<file path="config.mk">
export PLATFORM = sky130hd
export DESIGN_NAME = mem_req_arbiter
export DESIGN_NICKNAME = d
export VERILOG_FILES = /design/src/rtl/mem_req_arbiter.sv
export SDC_FILE = /design/constraint.sdc
export NUM_CORES = 1
export LEC_CHECK = 0
export CELL_PAD_IN_SITES_DETAIL_PLACEMENT = 1
export CELL_PAD_IN_SITES_GLOBAL_PLACEMENT = 2
export CORE_AREA = 3 3 79 81
export CTS_CLUSTER_SIZE = 8
export DETAILED_ROUTE_END_ITERATION = 10
export DIE_AREA = 0 0 82 84
export PLACE_DENSITY_LB_ADDON = 0.3
export SYNTH_ARGS = -nofsm -noshare
export SYNTH_HDL_FRONTEND = slang
export SYNTH_SLANG_ARGS = --single-unit
</file>
<file path="constraint.sdc">
create_clock -name clk -period 2.41 [get_ports clk]
set_clock_uncertainty 0.2 [all_clocks]
set_input_delay 0.482 -clock clk [delete_from_list [all_inputs] [get_ports clk]]
set_output_delay 0.482 -clock clk [all_outputs]
set_load 0.01 [all_outputs]
</file>
<file path="src/rtl/mem_req_arbiter.sv">
// Round-robin arbiter sharing the mem_top byte-stream command port among NUM_REQ requesters.
// Optional ACK watchdog enabled by defining MEM_ARB_TIMEOUT_EN.
module mem_req_arbiter #(
   parameter int NUM_REQ        = 3,
   parameter int TIMEOUT_CYCLES = 4096
) (
   input  logic                   clk,
   input  logic                   rst,
   input  logic [NUM_REQ-1:0]     req_valid,
   input  logic [8*NUM_REQ-1:0]   req_data,
   input  logic [NUM_REQ-1:0]     req_last,
   output logic [NUM_REQ-1:0]     req_ready,
   output logic [NUM_REQ-1:0]     req_ack,
   output logic                   mem_valid_in,
   output logic [7:0]             mem_data_in,
   input  logic                   mem_ready_in,
   input  logic                   mem_ack_valid,
   output logic                   mem_ack_ready,
   input  logic [1:0]             mem_source_id,
   output logic [1:0]             ack_source_id,
   output logic [NUM_REQ-1:0]     grant,
   output logic                   busy,
   output logic                   timeout_err
);

   localparam int IW = (NUM_REQ > 2) ? $clog2(NUM_REQ) : 1;
   localparam int CW = IW + 1;

   if (NUM_REQ < 2 || NUM_REQ > 4) begin : g_bad_num_req
      $error("mem_req_arbiter: NUM_REQ must be 2..4");
   end
   if (TIMEOUT_CYCLES < 2) begin : g_bad_timeout
      $error("mem_req_arbiter: TIMEOUT_CYCLES must be at least 2");
   end

   typedef enum logic [1:0] {
      IDLE     = 2'd0,
      STREAM   = 2'd1,
      WAIT_ACK = 2'd2,
      RELEASE  = 2'd3
   } state_t;

   state_t               state_r;
   logic [IW-1:0]        rr_ptr_r;
   logic [IW-1:0]        gidx_r;
   logic [NUM_REQ-1:0]   grant_r;
   logic [NUM_REQ-1:0]   req_ack_r;
   logic [1:0]           ack_source_id_r;
   logic                 busy_r;
   logic                 mem_ack_ready_r;

   logic [IW-1:0]        pick_idx_s;
   logic                 pick_any_s;
   logic [CW-1:0]        sum_s;
   logic [CW-1:0]        cand_s;
   logic [IW-1:0]        next_ptr_s;
   logic                 mem_valid_s;
   logic [7:0]           mem_data_s;
   logic [NUM_REQ-1:0]   req_ready_s;
   logic                 xfer_s;

`ifdef MEM_ARB_TIMEOUT_EN
   localparam int TW = $clog2(TIMEOUT_CYCLES + 1);
   logic [TW-1:0]        wait_cnt_r;
   logic                 timeout_err_r;
`endif

   // Round-robin search: scan from lowest to highest priority so the first valid from rr_ptr wins.
   always_comb begin
      pick_idx_s = {IW{1'b0}};
      pick_any_s = 1'b0;
      sum_s      = {CW{1'b0}};
      cand_s     = {CW{1'b0}};
      for (int i = NUM_REQ - 1; i >= 0; i--) begin
         sum_s      = {1'b0, rr_ptr_r} + CW'(i);
         cand_s     = (sum_s >= CW'(NUM_REQ)) ? (sum_s - CW'(NUM_REQ)) : sum_s;
         pick_idx_s = req_valid[cand_s[IW-1:0]] ? cand_s[IW-1:0] : pick_idx_s;
         pick_any_s = pick_any_s | req_valid[cand_s[IW-1:0]];
      end
   end

   // Pointer to the requester after the current owner, wrapping to 0.
   always_comb begin
      if (gidx_r == IW'(NUM_REQ - 1)) begin
         next_ptr_s = {IW{1'b0}};
      end else begin
         next_ptr_s = gidx_r + IW'(1);
      end
   end

   // Zero-latency byte path from the granted requester to mem_top.
   always_comb begin
      mem_valid_s = 1'b0;
      mem_data_s  = 8'h00;
      req_ready_s = {NUM_REQ{1'b0}};
      if (state_r == STREAM) begin
         mem_valid_s = req_valid[gidx_r];
         mem_data_s  = req_data[{gidx_r, 3'b000} +: 8];
         req_ready_s = mem_ready_in ? grant_r : {NUM_REQ{1'b0}};
      end else begin
         mem_valid_s = 1'b0;
         mem_data_s  = 8'h00;
         req_ready_s = {NUM_REQ{1'b0}};
      end
   end

   assign xfer_s = mem_valid_s & mem_ready_in;

   // Transaction FSM with all control outputs registered.
   always_ff @(posedge clk) begin
      if (rst) begin
         state_r         <= IDLE;
         rr_ptr_r        <= {IW{1'b0}};
         gidx_r          <= {IW{1'b0}};
         grant_r         <= {NUM_REQ{1'b0}};
         req_ack_r       <= {NUM_REQ{1'b0}};
         ack_source_id_r <= 2'b00;
         busy_r          <= 1'b0;
         mem_ack_ready_r <= 1'b0;
`ifdef MEM_ARB_TIMEOUT_EN
         wait_cnt_r      <= {TW{1'b0}};
         timeout_err_r   <= 1'b0;
`endif
      end else begin
         case (state_r)
            IDLE: begin
               if (pick_any_s) begin
                  gidx_r  <= pick_idx_s;
                  grant_r <= {{(NUM_REQ-1){1'b0}}, 1'b1} << pick_idx_s;
                  busy_r  <= 1'b1;
                  state_r <= STREAM;
               end else begin
                  state_r <= IDLE;
               end
            end
            STREAM: begin
               if (xfer_s && req_last[gidx_r]) begin
                  mem_ack_ready_r <= 1'b1;
                  state_r         <= WAIT_ACK;
`ifdef MEM_ARB_TIMEOUT_EN
                  wait_cnt_r      <= {TW{1'b0}};
`endif
               end else begin
                  state_r <= STREAM;
               end
            end
            WAIT_ACK: begin
               if (mem_ack_valid) begin
                  ack_source_id_r <= mem_source_id;
                  req_ack_r       <= grant_r;
                  mem_ack_ready_r <= 1'b0;
                  state_r         <= RELEASE;
`ifdef MEM_ARB_TIMEOUT_EN
               end else if (wait_cnt_r == TW'(TIMEOUT_CYCLES - 1)) begin
                  // Watchdog expiry completes the transaction without a real ACK.
                  timeout_err_r   <= 1'b1;
                  req_ack_r       <= grant_r;
                  mem_ack_ready_r <= 1'b0;
                  state_r         <= RELEASE;
               end else begin
                  wait_cnt_r <= wait_cnt_r + TW'(1);
               end
`else
               end else begin
                  state_r <= WAIT_ACK;
               end
`endif
            end
            RELEASE: begin
               req_ack_r <= {NUM_REQ{1'b0}};
               grant_r   <= {NUM_REQ{1'b0}};
               busy_r    <= 1'b0;
               rr_ptr_r  <= next_ptr_s;
               state_r   <= IDLE;
            end
            default: begin
               req_ack_r       <= {NUM_REQ{1'b0}};
               grant_r         <= {NUM_REQ{1'b0}};
               busy_r          <= 1'b0;
               mem_ack_ready_r <= 1'b0;
               state_r         <= IDLE;
            end
         endcase
      end
   end

   assign req_ready     = req_ready_s;
   assign req_ack       = req_ack_r;
   assign mem_valid_in  = mem_valid_s;
   assign mem_data_in   = mem_data_s;
   assign mem_ack_ready = mem_ack_ready_r;
   assign ack_source_id = ack_source_id_r;
   assign grant         = grant_r;
   assign busy          = busy_r;
`ifdef MEM_ARB_TIMEOUT_EN
   assign timeout_err   = timeout_err_r;
`else
   assign timeout_err   = 1'b0;
`endif

endmodule

</file>
# Word-level counts from Yosys, hierarchy flattened
# Index checks and enable logic that the tools add are counted.
[op_classes]
n_addsub = 6
order_cmp = 7
eq_ne = 7
shifts = 2
mux = 34
bitwise_logic = 3
n_reduce_logical = 10
[op_table]
columns = ["cell", "n"]
rows = [
  ["$shiftx A24 B6 Y8", 1],
  ["$mux W2", 8],
  ["$lt A2 B3 Y1 const B", 4],
  ["$mux W3", 4],
  ["$pmux W3 S2", 2],
  ["$mux W1", 11],
  ["$bmux W1 S2", 5],
  ["$mux W8", 1],
  ["$pmux W2 S4", 1],
  ["$reduce_and A2 Y1", 4],
  ["$eq A2 B2 Y1 const B", 3],
  ["$ge A3 B2 Y1 const B", 2],
  ["$reduce_bool A2 Y1", 3],
  ["$sub A2 B2 Y2 const B", 3],
  ["$ne A2 B2 Y1 const B", 2],
  ["$pmux W1 S2", 2],
  ["$add A2 B1 Y3 const B", 1],
  ["$add A2 B2 Y3 const B", 1],
  ["$reduce_and A3 Y1", 1],
  ["$shl A1 B2 Y3 const A", 1],
  ["$add A2 B1 Y2 const B", 1],
  ["$eq A2 B1 Y1 const B", 1],
  ["$ge A2 B2 Y1 const B", 1],
  ["$logic_not A2 Y1", 1],
  ["4 further kinds", 5],
]
[word_totals]
ff_bits = 16
input_bits = 36
out_inout_bits = 23
elab_cells = 77

# Depth between registers and ports, before layout
# Gate-level depths: netlist of the first run.
[logic_depth]
word_depth = 11
mapped_depth = 8
ltp_nobuf = 7

# Worst setup path before layout of the first run
# No wires, ideal clock.
[synth_timing]
kind = "register to register"
from = "register rr_ptr_r[0]"
to = "register gidx_r[0]"
setup_ps = 132
arrival_time_ps = 1697
t_required_ps = 2078
path_slack_ps = 381
path_stages_with_launch = 8
path_buffers = 0
period_less_slack_ps = 2029
cell_sequence = "dfxtp_1 -> inv_1 -> ha_1 -> nor2b_1 -> o31a_1 -> o31ai_4 -> nand2b_1 -> a21oi_1"
[synth_between]
elab_chain_cells = 8
word_cells_on_any_way = 23
classes_between = "5 x add/sub; 3 x order compare; 12 x mux; 2 x bitwise; 1 x reduce/logical"
[synth_rtl]
columns = ["element", "line_no", "source"]
rows = [
  ["from (decl)", "44", "logic [IW-1:0] rr_ptr_r;"],
  ["from (signal assigned)", "113", "rr_ptr_r <= {IW{1'b0}};"],
  ["from (signal assigned)", "173", "rr_ptr_r <= next_ptr_s;"],
  ["$add A2 B2 Y3 or $add A2 B1 Y3 (tied branches)", "75", "sum_s = {1'b0, rr_ptr_r} + CW'(i);"],
  ["$ge A3 B2 Y1 or $sub A2 B2 Y2 (tied branches)", "76", "cand_s = (sum_s >= CW'(NUM_REQ)) ? (sum_s - CW'(NUM_REQ)) : sum_s;"],
  ["$mux W2", "76", ""],
  ["$bmux W1 S2", "77, 78", ""],
  ["$mux W1 (not written as such)", "77, 78", ""],
  ["$mux W2 or $or A1 B1 Y1 (tied branches) (2 in series)", "77, 78", ""],
  ["$mux W2 or $reduce_and A2 Y1 (tied branches)", "--", ""],
  ["to (signal assigned)", "114", "gidx_r <= {IW{1'b0}};"],
  ["to (signal assigned)", "128", "gidx_r <= pick_idx_s;"],
  ["to (decl)", "45", "logic [IW-1:0] gidx_r;"],
]
# Parallel ways exist; a longest one is shown, timed or not. The select of a mux whose other input is x is not followed.
# A chain may end at the register's enable or synchronous reset.

# Worst setup path in the final report of the first run
[layout_timing]
from = "input mem_ready_in"
to = "output req_ready[2]"
[layout_between]
elab_chain_cells = 2
[layout_rtl]
columns = ["element", "line_no", "source"]
rows = [
  ["from (decl)", "16", "input logic mem_ready_in,"],
  ["$mux W3", "99", "req_ready_s = mem_ready_in ? grant_r : {NUM_REQ{1'b0}};"],
  ["$mux W3", "96", "if (state_r == STREAM) begin"],
  ["to (decl)", "12", "output logic [NUM_REQ-1:0] req_ready,"],
]
# No other way between the ends.

==> impl_metrics.tcl, run 1 <==
set metrics [dict create \
    crit_top_cell "clkdlybuf4s50_1" \
    drv_cap 0 \
    row_count 27 \
    ys_ff_latch 16 \
    dr.first_iter.drc_count 37 \
    finalWirelength_um 3880 \
    clock_latency_ns 0.24 \
    crit_buf_inv 2 \
    critPathMaxFanout 4 \
    fillers 679 \
    die-area_um2 6890 \
    holdPathStages 2 \
    track_usage 0.117 \
    p_leak_uw 0.000711 \
    drc 0 \
    yosysSeqAreaShare 0.289 \
    dr.pass1.iters 3 \
    initial_utilization 0.200 \
    wl_per_cell_um 13.8 \
    antenna_found_initial 0 \
    synth_most_common_cell "nor2_1" \
    multi_input_area_um2 742 \
    cts_hold_buf 0 \
    grt-ovfl-total 0 \
    setup_violations 0 \
    synth_top_area_frac 0.289 \
    crit_type "in2out" \
    routed_via_density 4.46 \
    dp_hpwl_um 3120 \
    finalMaxSlewViolations 0 \
    r2r.worst_path.cells 8 \
    synth_edf_count 0 \
    synth_area_um2 1110 \
    worstMarginPinSlew_ns 0.602 \
    slowest_stage "clkdlybuf4s50_1" \
    vias 1249 \
    drtAntennaViolNets 0 \
    grt_pass1_vias 1393 \
    worstPathArrival_ns 1.70 \
    setup_tns_ns 0 \
    final_hold_viol_count 0 \
    critPathRequiredTime_ns 1.73 \
    io_pins 59 \
    grt_max_degree 17 \
    async_reset_ff_frac 0 \
    register_area_um2 320 \
    path_cells "clkdlybuf4s50_1, and3_1, clkdlybuf4s50_1" \
    ir_worst_vdd_uv 155 \
    synth_ff_type "dfxtp_1" \
    cellPowerDensity_nw_per_um2 396 \
    die_h_um 84 \
    finalNetCount 249 \
    cts_root_buf "clkbuf_8" \
    areaGrowthSynthToFinish_pct 66.7 \
    timing.final.crit_share 0.987 \
    cts_sinks 16 \
    clk_path_buf_depth 2 \
    path_depth 3 \
    hold_path_class "reg2reg" \
    syn_nets 187 \
    ys_types 30 \
    port_buffers 57 \
    drive_above_1_share 0.0962 \
    die_w_um 82 \
    yosysTopAreaCell "dfxtp_1" \
    netlist_instances 148 \
    htreeDepth 1 \
    max_slew_margin 0.597 \
    clk_pin_slew_ns 0.06 \
    synth.avg_cell_area_um2 7.48 \
    antenna_cells 0 \
    fmax_ghz 0.420 \
    gp_congestion 0.785 \
    synth_area_leaders "dfxtp_1, mux2i_1, a21oi_1" \
    post-route-util 0.333 \
    grt_pass1_wl_um 6460 \
    cpLargestDelayFamily "buffers and inverters" \
    status "completed" \
    cp-end-kind "output port" \
    slowest_delay_ns 0.53 \
    cts_tree "yes" \
    netlist_top_cells_count "nor2_1, a21oi_1, dfxtp_1, mux2i_1, nand2_1" \
    rsz0062_at_grt "no" \
    cts_buffers 3 \
    reg2reg_slack_ns 0.15 \
    layout_min_cycle_time_ns 2.38 \
    fp.coreArea_um2 5540 \
    start_kind "input port" \
    yosys_warnings 0 \
]
[repair_timing]
action	in CTS	in global routing
resized for setup	13	3
hold endpoints to repair	0	0
setup endpoints to repair	12	8
setup buffers	0	2
pin swaps	1	1
gates cloned	0	0
[final cells by class]
| class | count | share of cell area |
|---|---|---|
| Clock buffer | 3 | 0.0224 |
| Inverter | 3 | 0.00610 |
| Multi-Input combinational cell | 119 | 0.402 |
| Sequential cell | 16 | 0.174 |
| Tap cell | 72 | 0.0488 |
| Timing Repair Buffer | 67 | 0.347 |
[path summary, 6_finish.rpt]
check               start           end
max reg2reg   rr_ptr_r[1]     gidx_r[0]
min                  busy          busy
min reg2reg          busy          busy
max          mem_ready_in  req_ready[2]
[cell families after synthesis]
kind of cell               count (synthesis)  synth area share
and+or+nand+nor                           60             0.264
AOI/OAI and AO/OA                         39             0.207
muxes                                     16             0.145
adders and majority gates                  3            0.0339
other                                      1           0.00339
DFF                                       16             0.289
buffers and inverters                     13            0.0576
[power by group]
part           total (uW)  leakage, uW  switching [uW]  internal [uW]
registers             289     0.000130            12.2            277
clock network         196    0.0000216            85.3            111
logic                 247     0.000559             109            138
total                 732     0.000711             206            526
[worst reg2reg max path, cell delays in order, from the launching register on]
cell	delay [ns]
dfxtp_1	0.39
inv_1	0.06
ha_1	0.31
nor2b_4	0.18
o31a_1	0.32
o31ai_4	0.23
buf_4	0.19
nand2b_1	0.15
a21oi_1	0.08
[cell usage in the layout (no fill, tap or decap), drive strengths merged, types with 3 or more instances in the layout]
cell type       n
a21oi          26
and3            3
buf            10
clkbuf          3
clkdlybuf4s50  47
dfxtp          16
dlygate4sd2     9
ha              3
inv             3
mux2i          16
nand2           7
nand2b          5
nand3           5
nor2           28
nor2b           6
o21ai           6
[registers in the layout, indices dropped and copies added (netlist names), named ones only]
signal / flops
state_r: 1
busy: 1
req_ack: 3
grant: 3
mem_ack_ready: 1
gidx_r: 2
ack_source_id: 2
rr_ptr_r: 2
[metal layers]
layer | routed length (um) | global-route usage | vias to the layer above | share of wire
li1 | - | - | 632 | -
met1 | 1740 | 0.143 | 563 | 0.45
met2 | 1810 | 0.197 | 50 | 0.47
met3 | 289 | 0.0346 | 4 | 0.075
met4 | 35 | 0.0317 | 0 | 0.0090
met5 | 0 | 0 | - | 0
[through the flow]
step                      hold slack (ns)  cells  worst slack, ns  total power [uW]  area (um2)
after floorplan                     0.281    148            0.381               401        1110
after global placement              0.250    275           -0.237               539        1780
after detailed placement            0.250    275           -0.232               544        1780
after CTS                           0.268    278           0.0315               734        1820
after global routing                0.298    280         0.000847               776        1850
final                               0.264    280           0.0317               732        1850
Power figures use the tool's default switching activity.
==> run 2, diff against run 1 <==
- CTS_CLUSTER_SIZE: 8 -> unset
- SKIP_LAST_GASP: unset -> 1
==> results of run 2 <==
The final DEF is identical to that of run 1; final timing and power are the same.
